<file path="src/rtl/ahb_fifo_pkg.sv">
// ahb_fifo_pkg: shared constants and helpers for the ahb_sync_fifo slice.
// Default geometry, depth computation and margin legality check.
package ahb_fifo_pkg;

  localparam int DATA_W_DEF = 32;
  localparam int ADDR_W_DEF = 7;

  function automatic int fifo_depth(input int addr_w);
    return 1 << addr_w;
  endfunction

  function automatic bit margins_ok(
    input int depth,
    input int af_margin,
    input int ae_margin
  );
    return (af_margin > 0) && (af_margin < depth) &&
           (ae_margin >= 0) && (ae_margin < depth);
  endfunction

endpackage

</file>
<file path="src/rtl/ahb_fifo_ram.sv">
// ahb_fifo_ram: DEPTH x DATA_W array, sync write, async read.
// Swap point for a vendor dual-port RAM.
module ahb_fifo_ram #(
  parameter int DATA_W = 32,
  parameter int ADDR_W = 7
) (
  input  logic              wclk,
  input  logic              we,
  input  logic [ADDR_W-1:0] wa,
  input  logic [DATA_W-1:0] wd,
  input  logic [ADDR_W-1:0] ra,
  output logic [DATA_W-1:0] rd
);

  logic [DATA_W-1:0] mem [2**ADDR_W];

  always_ff @(posedge wclk) begin
    if (we) mem[wa] <= wd;
  end

  assign rd = mem[ra];

endmodule

</file>
<file path="src/rtl/ahb_sync_fifo.sv">
// ahb_sync_fifo: parametrised first-word-fall-through single-clock FIFO.
// Sticky overflow/underflow flags compiled in with AHB_FIFO_ERR_EN.
module ahb_sync_fifo
  import ahb_fifo_pkg::*;
#(
  parameter int DATA_W    = DATA_W_DEF,
  parameter int ADDR_W    = ADDR_W_DEF,
  parameter int AF_MARGIN = 4,
  parameter int AE_MARGIN = 4
) (
  input  logic              clock,
  input  logic              reset,
`ifdef AHB_FIFO_ERR_EN
  input  logic              err_clr,
  output logic              overflow,
  output logic              underflow,
`endif
  input  logic              flush,
  input  logic              push,
  input  logic              pop,
  input  logic [DATA_W-1:0] din,
  output logic [DATA_W-1:0] dout,
  output logic              full,
  output logic              empty,
  output logic              almost_full,
  output logic              almost_empty,
  output logic [ADDR_W:0]   count
);

  localparam int DEPTH = fifo_depth(ADDR_W);
  localparam logic [ADDR_W:0] DEPTH_C =
    (ADDR_W+1)'(DEPTH);
  localparam logic [ADDR_W:0] AF_LVL =
    (ADDR_W+1)'(DEPTH - AF_MARGIN);
  localparam logic [ADDR_W:0] AE_LVL =
    (ADDR_W+1)'(AE_MARGIN);

  if (!margins_ok(DEPTH, AF_MARGIN, AE_MARGIN))
  begin : g_bad_margin
    $error("ahb_sync_fifo: illegal AF/AE margin");
  end

  logic [ADDR_W-1:0] wptr;
  logic [ADDR_W-1:0] rptr;
  logic [ADDR_W:0]   cnt;
  logic              pop_ok;
  logic              push_ok;
  logic              wr_en;

  assign empty        = (cnt == '0);
  assign full         = (cnt == DEPTH_C);
  assign almost_full  = (cnt >= AF_LVL);
  assign almost_empty = (cnt <= AE_LVL);
  assign count        = cnt;

  // A full FIFO still takes a push when a pop frees the slot.
  assign pop_ok  = pop & ~empty;
  assign push_ok = push & (~full | pop_ok);
  assign wr_en   = push_ok & ~flush & ~reset;

  always_ff @(posedge clock) begin
    if (reset || flush) begin
      wptr <= '0;
      rptr <= '0;
      cnt  <= '0;
    end else begin
      if (push_ok) wptr <= wptr + 1'b1;
      if (pop_ok)  rptr <= rptr + 1'b1;
      case ({push_ok, pop_ok})
        2'b10:   cnt <= cnt + 1'b1;
        2'b01:   cnt <= cnt - 1'b1;
        default: cnt <= cnt;
      endcase
    end
  end

  ahb_fifo_ram #(
    .DATA_W (DATA_W),
    .ADDR_W (ADDR_W)
  ) u_ram (
    .wclk (clock),
    .we   (wr_en),
    .wa   (wptr),
    .wd   (din),
    .ra   (rptr),
    .rd   (dout)
  );

`ifdef AHB_FIFO_ERR_EN
  logic ovf_q;
  logic unf_q;

  always_ff @(posedge clock) begin
    if (reset || err_clr) begin
      ovf_q <= 1'b0;
      unf_q <= 1'b0;
    end else begin
      if (push && !push_ok) ovf_q <= 1'b1;
      if (pop && empty)     unf_q <= 1'b1;
    end
  end

  assign overflow  = ovf_q;
  assign underflow = unf_q;
`endif

endmodule

</file>
<file path="config.mk">
export PLATFORM = sky130hd
export DESIGN_NAME = ahb_sync_fifo
export DESIGN_NICKNAME = d
export VERILOG_FILES = /design/src/rtl/ahb_fifo_pkg.sv /design/src/rtl/ahb_fifo_ram.sv /design/src/rtl/ahb_sync_fifo.sv
export SDC_FILE = /design/constraint.sdc
export NUM_CORES = 2
export LEC_CHECK = 0
export ABC_AREA = 1
export BUFFER_PORTS_ARGS = -buffer_cell sky130_fd_sc_hd__buf_4
export CORE_ASPECT_RATIO = 1.25
export CORE_MARGIN = 2
export CORE_UTILIZATION = 45
export CTS_CLUSTER_DIAMETER = 150
export DETAILED_ROUTE_END_ITERATION = 10
export PLACE_DENSITY = 0.66
export SLEW_MARGIN = 20
export SYNTH_ARGS = -nofsm -noshare
export SYNTH_HDL_FRONTEND = slang
export SYNTH_HIERARCHICAL = 1
export SYNTH_SLANG_ARGS = --single-unit
</file>
<file path="constraint.sdc">
create_clock -name clock -period 4.05 [get_ports clock]
set_clock_uncertainty 0.05 [all_clocks]
set_input_delay 0.2025 -clock clock [delete_from_list [all_inputs] [get_ports clock]]
set_output_delay 0.2025 -clock clock [all_outputs]
set_load 0.02 [all_outputs]
</file>
==> results.toml <==
[run_status]
status = "complete, but fails checks"
violations = "negative setup slack"

[timing]
setup_slack_ns = -0.06690
tightest_slew_ns = 1.169
rsz0062_at_grt = "true"
setup_viol = 3
fmax_mhz = 242.9
period_share_pct = 101.7
holdWs_ns = 0.2019
slew_headroom_pct = 22.05
maxSlewViolCount = 0
min_period_ns = 4.117
hold_viol_final = 0
finalSetupTns_ns = -0.1008

[cells_and_area]
drive_gt1_share_pct = 10.51
fin_area_um2 = 188800
design.final.nets = 13760
final_util_pct = 51.69
area_growth_pct = 14.19

[clock_tree]
cts_buffers = 400
worstSkewPairLatency_ns = 0.97
tritoncts = "yes"
path_clk_slew_ns = 0.06
cts.sinks = 4118
htree_levels = 5
clock_path_buffers = 4
cts_root_buf = "clkbuf_16"

[job]
drv_cap = 0

[detailed_routing]
num_vias = 111857
dr.pass1.iters = 8
detail-route-antenna-nets = 0
drt-vias-per-instance = 5.912
drcViolationCount = 0
wire_per_inst_um = 26.79
drt_iter0_drc = 15515
drt-total-wl_mm = 506.9

[synth]
synthMuxAreaShare_pct = 0
synth-compound-area-share_pct = 0.09157
synthAdderAreaFrac_pct = 0.07265
synth_area_per_cell_um2 = 12.20
synth-seq-cells = 4118
synth_cells = 13553
synthFlopType = "edfxtp_1"
synth_top_area_share_pct = 74.40
yosysWarnings = 6
yosys-top-cells-count = "nand2_1, edfxtp_1, nand3_1"
synthTopCellsByArea = "edfxtp_1, nand3_1, nand2_1"
synth_most_common_cell = "nand2_1"
synthesis.nets = 13599
synthSimpleGateAreaFrac_pct = 22.24
synth_top_family_by_area = "simple AND/OR/NAND/NOR gates"
synth_edf_count = 4096
async_flop_share_pct = 0
synth_area_leader_cell = "edfxtp_1"
yosys.cell_types.count = 29
synth_xor_area_share_pct = 0.04768
yosysSeqAreaShare_pct = 74.66
syn_area_um2 = 165300

[setup_path]
crit_family = "simple AND/OR/NAND/NOR gates"
cpPeakStageDelay_ns = 0.41
startpoint_type = "register"
required_ns = 3.80
cp-end-kind = "primary output"
path_depth = 13
path_max_fanout = 29
crit_slowest_cell = "nand3_1"
worst-setup-path-type = "register to primary output"
crit_arrival_ns = 3.86
path_cells = "buf_8, clkinv_16, buf_12, buf_6, nand2_1, nand3_1, nand3_1, nand3_1, nand3_1, nand3_1, nand3_1, nand2_4, buf_4"
path_buf_inv = 5
reg2reg_slack_ns = 0.60
crit_top_cell = "nand3_1"
ff2ff_path_depth = 14

[power]
p_int_mw = 68.98
seq_power_share_pct = 52.1
finalPower_mw = 90.03
powerDensity_nw_per_um2 = 476.9
leakage_nw = 64.96
ir_drop_uv = 431.7
power.switching_mw = 21.05
power_frac_comb_pct = 7.8
switching_share_pct = 23.38
power_frac_clock_pct = 40.1

[floorplanning]
core_area_um2 = 365200
row_count = 248
start_util_pct = 45.27
die_x_um = 546.1
die-area_um2 = 372300
fp.dieH_um = 681.7
io_pins = 81

[min_path]
holdPathStages = 2
hold_path_class = "input pin to register"

[grt]
grt_first_pass_wirelength_mm = 725.5
grt_max_degree = 129
antenna_found_initial = 16
grt_pass1_vias = 104545
grt_usage_pct = 26.53
gr-total-overflow = 0

[placement]
gp_congestion = 0.9250
hpwl_mm = 282.7
io_buffers = 80
place_area_um2 = 173900
## per-layer routing
metal	track usage (%)	share of wire (%)	routed length, um
met1	34.51	36	183800
met5	0	0.0024	12
met4	14.90	6.1	31160
met2	42.42	47	237400
met3	4.451	11	54560
## stage by stage
stage	worst slack, ns	instances
after floorplan	0.3704	13553
after global placement	0.4261	18104
after detailed placement	0.3858	18106
after CTS	-0.08562	18897
after global routing	-0.02422	18911
final	-0.06690	18920
## final cells by class
type / count / area [um2]
antenna: 10 / 25.02
clock buffer: 510 / 10670
clock inverter: 213 / 1873
fill: 30249 / 176400
inverter: 46 / 256.5
multi-input combinational: 8479 / 38910
sequential: 4118 / 123500
tap: 4875 / 6100
timing repair buffer: 664 / 7431
timing repair inverter: 5 / 51.30
## layout by cell type, fill, tap and decap left out, types with 7 or more instances in the layout
| cell | instances |
|---|---|
| buf_6 | 25 |
| clkinv_16 | 7 |
| inv_6 | 8 |
| ha_1 | 8 |
| nand3_2 | 99 |
| bufbuf_16 | 8 |
| a21oi_1 | 14 |
| buf_16 | 36 |
| bufinv_16 | 24 |
| o21ai_0 | 11 |
| clkbuf_16 | 410 |
| nor3_1 | 11 |
| inv_1 | 37 |
| clkbuf_1 | 93 |
| clkinv_2 | 68 |
| nand3_4 | 13 |
| dlygate4sd3_1 | 38 |
| dfxtp_1 | 15 |
| nor2_4 | 128 |
| nand2_1 | 4156 |
| buf_12 | 99 |
| nor2_1 | 43 |
| diode_2 | 10 |
| clkinvlp_4 | 9 |
| nand2_4 | 17 |
| edfxtp_1 | 4096 |
| clkbuf_8 | 10 |
| buf_4 | 449 |
| nand2_2 | 26 |
| nand3_1 | 3934 |
| clkinv_1 | 87 |
## final timing paths
path | startpoint | end
setup / recovery | rptr[0] | dout[24]
hold / removal | din[3] | u_ram/mem[69][3]
setup reg to reg | count[0] | count[2]
hold reg to reg | count[7] | count[7]
## power by group through the flow
stage	sequential, mW	clock, mW	combinational [mW]
2_1_floorplan	47.8	0	3.74
3_3_place_gp	47.8	0	6.38
3_5_place_dp	47.8	0	6.46
4_1_cts	46.9	36.4	6.78
5_1_grt	46.9	38.0	7.51
6_report	46.9	36.1	7.00
## worst register-to-register path, delay by kind of cell, from the launching register on
family	cells	cell delay, ns
XOR/XNOR	1	0.15
buffers and inverters	5	1.59
AO/OA/AOI/OAI	1	0.15
adder cells (fa/ha/maj)	1	0.45
flip-flops	1	0.37
AND/OR/NAND/NOR	6	0.56
## sequential cells by signal, summed over array words and instances, names as in the netlist
signal,count
wptr,7
count,8
u_ram/mem,4096
rptr,7
## logic make-up after synthesis
family / Yosys count
DFF: 4118
buffers and inverters: 956
AOI/OAI and AO/OA: 28
xor gates and xnor gates: 9
and+or+nand+nor: 8433
adders and majority gates: 9
## timing repair
| action | 4_1_cts | 5_1_grt |
|---|---|---|
| pin swaps | 0 | 4 |
| endpoints found under the setup margin | 32 | 32 |
| buffers inserted | 15 | 9 |
| hold buffers | 38 | 0 |
| cloned | 15 | 4 |
| gates resized for setup | 174 | 79 |
| endpoints found under the hold margin | 1890 | 0 |
Note: power is estimated with default switching activity, not from simulation.
